`src/rtl/wb_nor_ctrl_multi.sv`:
```
// Pipelined Wishbone slave driving a parallel NOR bus over NUM_CS chips with programmable timing.
// Optional busy-wait timeout (wb_err_o) is built only when NOR_RY_TIMEOUT_EN is defined.
module wb_nor_ctrl_multi #(
   parameter int DATA_W     = 16,
   parameter int ADDR_W     = 26,
   parameter int CS_W       = 1,
   parameter int T_SETUP    = 2,
   parameter int T_ACCESS   = 4,
   parameter int T_HOLD     = 1,
   parameter int RY_TIMEOUT = 4096
) (
   input  logic                      clk_i,
   input  logic                      reset_i,
   input  logic [ADDR_W+CS_W-1:0]    wb_adr_i,
   input  logic [DATA_W-1:0]         wb_dat_i,
   input  logic                      wb_we_i,
   input  logic                      wb_stb_i,
   input  logic                      wb_cyc_i,
   output logic                      wb_ack_o,
   output logic                      wb_err_o,
   output logic                      wb_stall_o,
   output logic [DATA_W-1:0]         wb_dat_o,
   input  logic                      nor_ry_i,
   input  logic [DATA_W-1:0]         nor_data_i,
   output logic [DATA_W-1:0]         nor_data_o,
   output logic [ADDR_W-1:0]         nor_addr_o,
   output logic [(1<<CS_W)-1:0]      nor_ce_o,
   output logic                      nor_we_o,
   output logic                      nor_oe_o,
   output logic                      nor_data_oe
);
   localparam int NUM_CS = 1 << CS_W;
   localparam int TO_W   = $clog2(RY_TIMEOUT + 1);
   // Flash takes a few cycles to pull RY/BY# low after a program command.
   localparam logic [7:0] RY_GUARD = 8'd3;

   typedef enum logic [2:0] {IDLE, SETUP, ACCESS, HOLD, RYWAIT, DONE} state_t;

   state_t            state_q, state_d;
   logic [7:0]        cnt_q, cnt_d;
   logic [ADDR_W-1:0] addr_q, addr_d;
   logic [CS_W-1:0]   cs_q, cs_d;
   logic [DATA_W-1:0] wdat_q, wdat_d;
   logic [DATA_W-1:0] rdat_q, rdat_d;
   logic              we_q, we_d;
   logic              abort_q, abort_d;
   logic              err_q, err_d;
   logic              ry_meta_q, ry_meta_d;
   logic              ry_s_q, ry_s_d;
   logic [TO_W-1:0]   to_cnt_q, to_cnt_d;

   logic              stall;
   logic              accept;
   logic              cnt_zero;
   logic [NUM_CS-1:0] cs_onehot;

   assign stall    = reset_i | (state_q != IDLE) | ~ry_s_q;
   assign accept   = wb_stb_i & wb_cyc_i & ~stall;
   assign cnt_zero = (cnt_q == 8'd0);

   for (genvar gi = 0; gi < NUM_CS; gi++) begin : g_cs_dec
      assign cs_onehot[gi] = (cs_q == CS_W'(gi));
   end

   always_ff @(posedge clk_i) begin
      if (reset_i) begin
         state_q   <= IDLE;
         cnt_q     <= 8'd0;
         addr_q    <= '0;
         cs_q      <= '0;
         wdat_q    <= '0;
         rdat_q    <= '0;
         we_q      <= 1'b0;
         abort_q   <= 1'b0;
         err_q     <= 1'b0;
         ry_meta_q <= 1'b1;
         ry_s_q    <= 1'b1;
         to_cnt_q  <= '0;
      end else begin
         state_q   <= state_d;
         cnt_q     <= cnt_d;
         addr_q    <= addr_d;
         cs_q      <= cs_d;
         wdat_q    <= wdat_d;
         rdat_q    <= rdat_d;
         we_q      <= we_d;
         abort_q   <= abort_d;
         err_q     <= err_d;
         ry_meta_q <= ry_meta_d;
         ry_s_q    <= ry_s_d;
         to_cnt_q  <= to_cnt_d;
      end
   end

   always_comb begin
      state_d   = state_q;
      cnt_d     = cnt_q;
      addr_d    = addr_q;
      cs_d      = cs_q;
      wdat_d    = wdat_q;
      rdat_d    = rdat_q;
      we_d      = we_q;
      abort_d   = abort_q;
      err_d     = err_q;
      ry_meta_d = nor_ry_i;
      ry_s_d    = ry_meta_q;
      to_cnt_d  = to_cnt_q;
      unique case (state_q)
         IDLE: begin
            if (accept) begin
               addr_d  = wb_adr_i[ADDR_W-1:0];
               cs_d    = wb_adr_i[ADDR_W +: CS_W];
               wdat_d  = wb_dat_i;
               we_d    = wb_we_i;
               abort_d = 1'b0;
               err_d   = 1'b0;
               cnt_d   = 8'(T_SETUP - 1);
               state_d = SETUP;
            end
         end
         SETUP: begin
            if (cnt_zero) begin
               cnt_d   = 8'(T_ACCESS - 1);
               state_d = ACCESS;
            end else begin
               cnt_d = cnt_q - 8'd1;
            end
         end
         ACCESS: begin
            if (cnt_zero) begin
               if (!we_q) rdat_d = nor_data_i;
               cnt_d   = 8'(T_HOLD - 1);
               state_d = HOLD;
            end else begin
               cnt_d = cnt_q - 8'd1;
            end
         end
         HOLD: begin
            if (cnt_zero) begin
               cnt_d    = RY_GUARD;
               to_cnt_d = '0;
               state_d  = we_q ? RYWAIT : DONE;
            end else begin
               cnt_d = cnt_q - 8'd1;
            end
         end
         RYWAIT: begin
            to_cnt_d = to_cnt_q + TO_W'(1);
            if (!cnt_zero) cnt_d = cnt_q - 8'd1;
            if (cnt_zero && ry_s_q) begin
               state_d = DONE;
            end
`ifdef NOR_RY_TIMEOUT_EN
            else if (to_cnt_q == TO_W'(RY_TIMEOUT - 1)) begin
               err_d   = 1'b1;
               state_d = DONE;
            end
`endif
         end
         DONE: state_d = IDLE;
         default: state_d = IDLE;
      endcase
      // A master that drops cyc mid-operation forfeits its response.
      if (state_q != IDLE && !wb_cyc_i) abort_d = 1'b1;
   end

   always_comb begin
      nor_ce_o    = '1;
      nor_we_o    = 1'b1;
      nor_oe_o    = 1'b1;
      nor_data_oe = 1'b0;
      wb_ack_o    = 1'b0;
      wb_err_o    = 1'b0;
      unique case (state_q)
         SETUP, HOLD: begin
            nor_ce_o    = ~cs_onehot;
            nor_data_oe = we_q;
         end
         ACCESS: begin
            nor_ce_o    = ~cs_onehot;
            nor_data_oe = we_q;
            nor_oe_o    = we_q;
            nor_we_o    = ~we_q;
         end
         DONE: begin
            wb_ack_o = wb_cyc_i & ~abort_q & ~err_q;
`ifdef NOR_RY_TIMEOUT_EN
            wb_err_o = wb_cyc_i & ~abort_q & err_q;
`else
            wb_err_o = 1'b0;
`endif
         end
         default: ;
      endcase
   end

   assign wb_stall_o = stall;
   assign wb_dat_o   = rdat_q;
   assign nor_addr_o = addr_q;
   assign nor_data_o = wdat_q;

endmodule

```
`config.mk`:
```
export PLATFORM = sky130hd
export DESIGN_NAME = wb_nor_ctrl_multi
export DESIGN_NICKNAME = d
export VERILOG_FILES = /design/src/rtl/wb_nor_ctrl_multi.sv
export SDC_FILE = /design/constraint.sdc
export NUM_CORES = 1
export LEC_CHECK = 0
export ABC_AREA = 1
export BUFFER_PORTS_ARGS = -buffer_cell sky130_fd_sc_hd__buf_2
export CAP_MARGIN = 15
export CORE_UTILIZATION = 30
export DETAILED_ROUTE_END_ITERATION = 10
export PLACE_DENSITY = 0.63
export SLEW_MARGIN = 20
export SYNTH_ARGS = -nofsm -noshare
export SYNTH_HDL_FRONTEND = slang
export SYNTH_SLANG_ARGS = --single-unit
```
`constraint.sdc`:
```
create_clock -name clk_i -period 4.3 [get_ports clk_i]
set_input_delay 0.43 -clock clk_i [delete_from_list [all_inputs] [get_ports clk_i]]
set_output_delay 0.43 -clock clk_i [all_outputs]
set_load 0.1 [all_outputs]
```
==> flow_summary.ini, run 1 <==
[run_status]
outcome = finished clean

[flow_run]
cap_violations = 0

[drt]
drt-total-wl_um = 7378
ant_nets = 0
drtPass1Iterations = 4
initialDrtViolationCount = 66
route.vias.total = 2939
viasPerCell = 4.426
wl_per_cell_um = 11.11
route.detailed.drc = 0

[timing]
finalSetupTns_ns = 0
skew_ns = 0.006323
finalCriticalPeriod_ns = 2.437
fmax_mhz = 410.3
hold_viol = 0
final_max_slew_viol_count = 0
slew_headroom_pct = 38.42
finalSetupViolCount = 0
tightest_slew_ns = 0.9205
rsz0062_at_grt = false
min_period_over_period_pct = 56.68

[grt]
grt_pass1_vias = 2658
grt_pass1_wl_um = 11900
grt_remaining_overflow = 0
antenna_found_initial = 0
grt.total_usage_pct = 14.60
grt_max_degree = 66

[critical_path]
cp_cell_sequence = nor2_4, nand2_4, nor2_2, nand2_2, inv_2, nand2_1, nand2_1
worstPathArrival_ns = 2.73
max_stage_delay_ns = 0.77
critPathSlowestCell = inv_2
cp_max_fo = 49
crit_type = reg2reg
cp-start-kind = flip-flop
required_ns = 4.59
crit_path_end_kind = flip-flop
rrSetupSlack_ns = 1.86
r2r_start = state_q[1]
crit_top_cell = nand2_1
timing.rr.end = nor_data_o[6]
reg2reg_depth = 7

[finish]
final_area_um2 = 3953
final_layout_size_suffix_gt1_share_pct = 32.58
area_growth_pct = 30.11
insertedDiodeCount = 0
layoutNonFillerInstCount = 664
nets = 593

[power_and_ir_drop]
power_density_nw_per_um2 = 698.5
power_frac_comb_pct = 45.0
p_int_mw = 1.439
power_switching_mw = 1.322
p_total_mw = 2.761
p_seq_share_pct = 31.2
p_leak_nw = 2.147
clkPwrFrac_pct = 23.8
peakVddDrop_uv = 282.0
swShare_pct = 47.88

[placement]
dpl_cell_area_um2 = 3712
placed_cells = 649
place.gp.congestion = 0.7552
hpwl_um = 5263
port_buffers = 129

[die]
die_area_um2 = 10530
fp.coreArea_um2 = 9774
die_x_um = 102.6
die_h_um = 102.6
initial_core_util_pct = 31.08
num_io_pins = 131
rows = 36

[logic_synthesis]
synth_top_area_cell = dfxtp_1
ys_seq_area_share_pct = 48.76
syn_area_um2 = 3038
syn_nets = 471
synth_edf_count = 0
synth_ff_type = dfxtp_1
syn_area_per_cell_um2 = 7.501
synthCells = 405
synth_cell_types = 30
yosys-top-cells-area = dfxtp_1 (49%), nand2_1 (15%), nand3_1 (7.7%)
synth-async-reset-ratio_pct = 0
synth-seq-cells = 74
yosysWarnings = 0
synth_top_area_share_pct = 48.76

[clocking]
root_buffer = clkbuf_8
ctsLongestPathBuffers = 2
clock_sink_count = 74
post_cts_buffers = 0
tritoncts = done
htree_levels = 3
path_clk_slew_ns = 0.08
clk_latency_ns = 0.35
cts_hold_buf = 0
numCtsBuffers = 9
cts-resized-gates = 0

[hold_path]
min_path_type = in2reg
hp-start = nor_ry_i
min_path_cells = 2
hold_end = ry_meta_q
-- critical path: cells and delay by family, from the launching register on --
family,cells,cell delay (ns)
DFF,1,0.38
buffers and inverters,1,0.77
and+or+nand+nor,6,1.18
-- layout by cell type, fill, tap and decap left out, drive strengths merged --
| master | synthesis | layout |
|---|---|---|
| a21boi | 1 | 1 |
| a21oi | 9 | 9 |
| buf | 14 | 130 |
| bufinv | 0 | 3 |
| clkbuf | 5 | 10 |
| clkinv | 0 | 1 |
| clkinvlp | 0 | 1 |
| conb | 1 | 1 |
| dfxtp | 74 | 74 |
| ha | 1 | 1 |
| inv | 27 | 27 |
| nand2 | 125 | 125 |
| nand3 | 48 | 48 |
| nand4 | 5 | 5 |
| nor2 | 66 | 66 |
| nor4 | 1 | 1 |
| o211ai | 1 | 1 |
| o21ai | 25 | 25 |
| or2 | 2 | 2 |
-- through the flow --
stage / worst slack [ns] / util, % / hold slack (ns)
2_1_floorplan: 0.4373 / - / 0.3895
3_3_place_gp: 1.839 / 37.98 / 0.3940
3_5_place_dp: 1.789 / 37.98 / 0.4054
4_1_cts: 1.810 / 40.44 / 0.2481
5_1_grt: 1.521 / 40.44 / 0.2513
6_report: 1.863 / 40.44 / 0.2645
-- Yosys cell counts, types with 2 or more instances --
cell type and number:
buf_6 8, buf_2 2, o21ai_1 3, or2_2 2, inv_1 20, clkbuf_1 5, nor2_2 3, nand4_1 5
nor2_1 58, nor2_4 4, o21ai_0 21, inv_2 6, a21oi_1 8, dfxtp_1 74, nand3_1 47, nand2_2 5
nand2_1 119, buf_4 3
-- logic make-up (layout without fill, tap and decap cells) --
logic type                 after synthesis  in the layout  share of synthesized area (%)
and+or+nand+nor                        247            247                          35.75
DFF                                     74             74                          48.76
buffers and inverters                   46            172                          8.196
AOI/OAI and AO/OA                       36             36                          6.755
adders and majority gates                1              1                         0.4118
other                                    1              1                         0.1234
-- how the worst max path moves through the flow --
stage / startpoint / to / depth (start not counted)
2_1_floorplan: state_q[2] / wb_ack_o / 2
3_3_place_gp: reset_i / nor_addr_o[19] / 8
3_5_place_dp: reset_i / nor_data_o[11] / 8
4_1_cts: state_q[1] / nor_addr_o[25] / 7
5_1_grt: state_q[1] / nor_addr_o[25] / 7
6_report: state_q[1] / nor_data_o[6] / 7
-- flip-flops by register name, indices dropped and copies added, names as in the netlist --
signal	flops
abort_q	1
nor_data_o	16
we_q	1
ry_meta_q	1
ry_s_q	1
cs_q	1
state_q	3
cnt_q	8
nor_addr_o	26
wb_dat_o	16
-- cell type report --
type	instances	area (µm²)
fillers	1048	5822
flip-flops and latches	74	1481
multi-input cells	285	1308
repair buffers	130	653.1
well taps	133	166.4
clock buffers	10	137.6
inverters	27	103.9
clock inverters	5	102.6
-- power groups by stage --
stage                     clock, mW  sequential, mW  combinational, mW
after floorplan                   0            1.35              0.581
after CTS                     0.675           0.862               1.25
after global placement            0           0.874               1.23
final                         0.656           0.862               1.24
after detailed placement          0           0.875               1.25
after global routing          0.703           0.876               1.35
-- layer usage --
metal	up-vias	share of wire, %	global-route usage (%)
li1	1523	-	-
met1	1315	46	17.57
met5	-	0	0
met3	11	6.1	3.729
met4	0	2.4	9.341
met2	90	46	23.18
No activity file was read; power rests on OpenSTA's default activity.
==> run 2, diff against run 1 <==
clock period = 2.43 ns   (was 4.3 ns; I/O delays follow)
==> flow_summary.ini, run 2 (same netlist as run 1, synthesis figures left out) <==
[die]
num_io_pins = 131
die_h_um = 102.6
die_x_um = 102.6
die_area_um2 = 10530
initial_core_util_pct = 31.08
rows = 36
fp.coreArea_um2 = 9774

[drt]
route.detailed.drc = 0
ant_nets = 0
initialDrtViolationCount = 84
drt-total-wl_um = 7544
viasPerCell = 4.443
route.vias.total = 2959
drtPass1Iterations = 4
wl_per_cell_um = 11.33

[critical_path]
r2r_start = state_q[1]
cp_max_fo = 5
worstPathArrival_ns = 1.68
startpoint = state_q[1]
cp-start-kind = flip-flop
required_ns = 2.19
crit_type = reg2out
crit_path_end_kind = output port

[clocking]
cts-resized-gates = 0
ctsLongestPathBuffers = 2
root_buffer = clkbuf_8
clock_sink_count = 74
tritoncts = done
post_cts_buffers = 0
clk_latency_ns = 0.34
path_clk_slew_ns = 0.08
numCtsBuffers = 9
htree_levels = 3
cts_hold_buf = 0

[timing]
skew_ns = 0.01253
finalSetupViolCount = 0
tightest_slew_ns = 0.6886
min_period_over_period_pct = 79.26
slew_headroom_pct = 54.09
finalCriticalPeriod_ns = 1.926
final_max_slew_viol_count = 0
fmax_mhz = 519.2
hold_viol = 0
holdWs_ns = 0.08473
rsz0062_at_grt = false
setup_slack_ns = 0.5039
finalSetupTns_ns = 0

[hold_path]
hp-start = wb_dat_i[12]
min_path_type = in2reg

[grt]
antenna_found_initial = 0
grt_pass1_vias = 2686
grt_pass1_wl_um = 12160
grt.total_usage_pct = 14.87
grt_remaining_overflow = 0
grt_max_degree = 66

[finish]
layout_common_cells = buf_2 (129), nand2_1 (119), dfxtp_1 (74)
largest_register_ffs = 26
final_layout_size_suffix_gt1_share_pct = 32.83
nets = 594
fillers = 1058
layout_commonest_cell = buf_2
insertedDiodeCount = 0
layoutNonFillerInstCount = 666
area_growth_pct = 29.37

[placement]
hpwl_um = 5345
place.gp.congestion = 0.8000
port_buffers = 129
place_ws_ns = 0.5470
placed_cells = 650

[power_and_ir_drop]
peakVddDrop_uv = 421.6
power_density_nw_per_um2 = 1193
p_leak_nw = 2.127

[flow_run]
cap_violations = 0

[run_status]
outcome = finished clean
==> run 2: cell count changes in the layout (fill, tap and decap cells not counted), sizes merged <==
cell	change
bufinv	-2
clkinv	+2
buf	+1
clkinvlp	+1
==> run 2: layout make-up <==
type	count	area [µm²]	area share, %
well taps	133	166.4	4.234
repair buffers	131	660.6	16.81
inverters	27	103.9	2.642
multi-input cells	285	1323	33.65
clock inverters	6	67.56	1.719
flip-flops and latches	74	1481	37.69
clock buffers	10	127.6	3.247
==> run 2: power breakdown <==
part           internal [mW]  switching, mW  total, mW  leakage, nW
registers               1.40          0.123       1.52        0.602
logic                  0.446           1.77       2.22         1.43
clock network          0.476          0.467      0.944       0.0925
total                   2.32           2.36       4.69         2.13
==> run 2: worst paths after layout <==
path,end,slack [ns],depth (start not counted)
worst min-delay path,nor_data_o[12],0.08,3
worst max register to register,nor_data_o[7],0.59,7
worst min register to register,ry_s_q,0.42,1
worst max-delay path,nor_data_oe,0.50,5
==> run 2: stage by stage <==
step / utilization (%) / instance area (µm²) / power (mW)
after CTS: 40.21 / 3930 / 4.747
after global placement: 38.21 / 3735 / 3.754
after global routing: 40.21 / 3930 / 4.996
after floorplan: - / 3053 / 3.425
after detailed placement: 38.21 / 3735 / 3.781
final: 40.21 / 3930 / 4.687
==> run 2: metal layers <==
| layer | track usage (%) | vias to the layer above | routed length (µm) |
|---|---|---|---|
| met1 | 18.47 | 1341 | 3589 |
| met5 | 0 | - | 0 |
| met4 | 7.802 | 0 | 122 |
| li1 | - | 1525 | - |
| met3 | 4.068 | 10 | 420 |
| met2 | 23.49 | 83 | 3411 |
==> run 2: worst max-delay path, stage by stage (launching register included) <==
cell	delay [ns]
dfxtp_1	0.47
nor2_4	0.10
nor2_4	0.16
inv_1	0.08
nor2_1	0.11
buf_2	0.44
==> run 3, diff against run 2 <==
ABC_AREA = 0   (was 1)
PLACE_DENSITY = 0.64   (was 0.63)
clock period = 1.7 ns   (was 2.43 ns; I/O delays follow)
==> flow_summary.ini, run 3 <==
[run_status]
outcome = finished, violations left
violations = setup timing

[drt]
ant_nets = 0
viasPerCell = 4.626
route.detailed.drc = 0
initialDrtViolationCount = 105
wl_per_cell_um = 13.11
route.vias.total = 3141
drt-total-wl_um = 8905
drtPass1Iterations = 6

[finish]
insertedDiodeCount = 0
layout_commonest_cell = buf_2
area.sequential_um2 = 1489
fillers = 982
multiInputGateArea_um2 = 1649
largest_register_ffs = 26
layoutNonFillerInstCount = 679
area_growth_pct = 52.90
nets = 604
final_layout_size_suffix_gt1_share_pct = 38.49
layout_common_cells = buf_2 (122), nand2_1 (97), dfxtp_1 (70)
fin_util_pct = 47.32

[hold_path]
hold_end = we_q
min_path_cells = 3
min_path_type = in2reg
hp-start = wb_we_i

[timing]
skew_ns = 0.004916
finalCriticalPeriod_ns = 1.719
setup_slack_ns = -0.01933
final_max_slew_viol_count = 0
finalSetupViolCount = 1
min_period_over_period_pct = 101.1
fmax_mhz = 581.6
finalSetupTns_ns = -0.01933
hold_viol = 0
slew_headroom_pct = 59.28
rsz0062_at_grt = true
tightest_slew_ns = 0.6108

[logic_synthesis]
synth_top_area_share_pct = 46.16
synth_cell_types = 53
synth_ff_type = dfxtp_1
synthCells = 355
syn_area_um2 = 3209
netlist_top_cells_count = nand2_1 (97), dfxtp_1 (74), nand3b_1 (49)
synth_edf_count = 0
yosysWarnings = 0
syn_area_per_cell_um2 = 9.040
ys_seq_area_share_pct = 46.16
syn_nets = 421
synth-seq-cells = 74
synth_top_area_cell = dfxtp_1
yosysMostFrequentCell = nand2_1
yosys-top-cells-area = dfxtp_1 (46%), nand3b_1 (11%), nand2_1 (11%)
synth-async-reset-ratio_pct = 0

[power_and_ir_drop]
p_leak_nw = 2.463
power_switching_mw = 3.583
power_frac_comb_pct = 53.4
power_density_nw_per_um2 = 1633
p_int_mw = 4.433
p_seq_share_pct = 27.8
peakVddDrop_uv = 758.4
swShare_pct = 44.70
clkPwrFrac_pct = 18.7
p_total_mw = 8.015

[placement]
port_buffers = 129
hpwl_um = 5668
placed_cells = 620
place.gp.congestion = 0.8078

[die]
initial_core_util_pct = 30.95
fp.coreArea_um2 = 10370
die_x_um = 105.4
num_io_pins = 131
rows = 37
die_h_um = 105.4
die_area_um2 = 11120

[critical_path]
cp_max_fo = 3
cp-start-kind = flip-flop
r2r_start = cnt_q[0]
crit_path_end_kind = flip-flop
reg2reg_depth = 6
rrSetupSlack_ns = -0.02
required_ns = 1.97
crit_type = reg2reg
timing.rr.end = cnt_q[6]
worstPathArrival_ns = 1.99

[grt]
grt_remaining_overflow = 0
grt_pass1_vias = 3081
grt_max_degree = 70
grt_pass1_wl_um = 14200
grt.total_usage_pct = 16.10
antenna_found_initial = 0

[clocking]
root_buffer = clkbuf_8
path_clk_slew_ns = 0.08
tritoncts = done
htree_levels = 3
clk_latency_ns = 0.34
clock_sink_count = 74
numCtsBuffers = 9
ctsLongestPathBuffers = 2

[flow_run]
cap_violations = 0
-- run 3: cells by family (layout without fill, tap and decap cells) --
family,Yosys count,count (layout),synth area share (%)
DFF,74,74,46.16
AOI/OAI and AO/OA,28,28,7.603
muxes,20,20,6.238
xor gates and xnor gates,1,1,0.2730
other,1,1,0.1168
adders and majority gates,1,1,0.3898
buffers and inverters,27,215,5.263
and+or+nand+nor,203,203,33.96
-- run 3: worst max path at each step --
stage | start | end | cells after the start
5_1_grt | cnt_q[0] | cnt_q[6] | 6
2_1_floorplan | cnt_q[0] | cnt_q[6] | 7
6_report | cnt_q[0] | cnt_q[6] | 6
3_5_place_dp | cnt_q[1] | cnt_q[6] | 6
4_1_cts | cnt_q[0] | cnt_q[6] | 6
3_3_place_gp | cnt_q[1] | cnt_q[6] | 6
-- run 3: final cells by class --
type                            count  area share, %
Timing Repair Buffer              196          27.89
Inverter                            3         0.2295
Sequential cell                    74          30.34
Clock buffer                       11          2.881
Multi-Input combinational cell    254          33.61
Clock inverter                      5          1.581
Tap cell                          136          3.468
-- run 3: power by group through the flow --
stage / Combinational, mW / Sequential (mW) / Clock [mW]
finish: 4.28 / 2.23 / 1.50
global route: 4.52 / 2.27 / 1.64
CTS: 4.00 / 2.20 / 1.56
detailed placement: 3.84 / 2.23 / 0
global placement: 3.77 / 2.22 / 0
floorplan: 1.79 / 3.35 / 0
-- run 3: timing repair --
item,4_1_cts,5_1_grt
endpoints found under the setup margin,5,15
resized for setup,5,14
hold buffers,37,1
pin swaps,3,8
setup buffers,2,3
hold endpoints to repair,37,1
gates cloned,0,0
-- run 3: routing by layer --
layer	track usage, %	share of wire [%]	wire length, µm
met1	17.33	41	3627
met2	29.70	53	4746
met3	4.762	4.7	417
met4	5.634	1.3	114
met5	0	0	0
-- run 3: critical path: stages (launching register included) --
cell and delay (ns):
dfxtp_2 0.32, inv_2 0.07, ha_4 0.13, or3b_4 0.38, a211o_1 0.29, a211oi_2 0.26, mux2i_1 0.20
-- run 3: metrics by stage --
stage,cell area [µm²],hold slack [ns],setup WS [ns]
2_1_floorplan,3229,0.2690,-0.03382
3_3_place_gp,4182,0.3519,0.03057
3_5_place_dp,4182,0.3552,-0.006747
4_1_cts,4803,0.0002734,-0.02175
5_1_grt,4907,0.004563,-0.05494
6_report,4907,0.01975,-0.01933
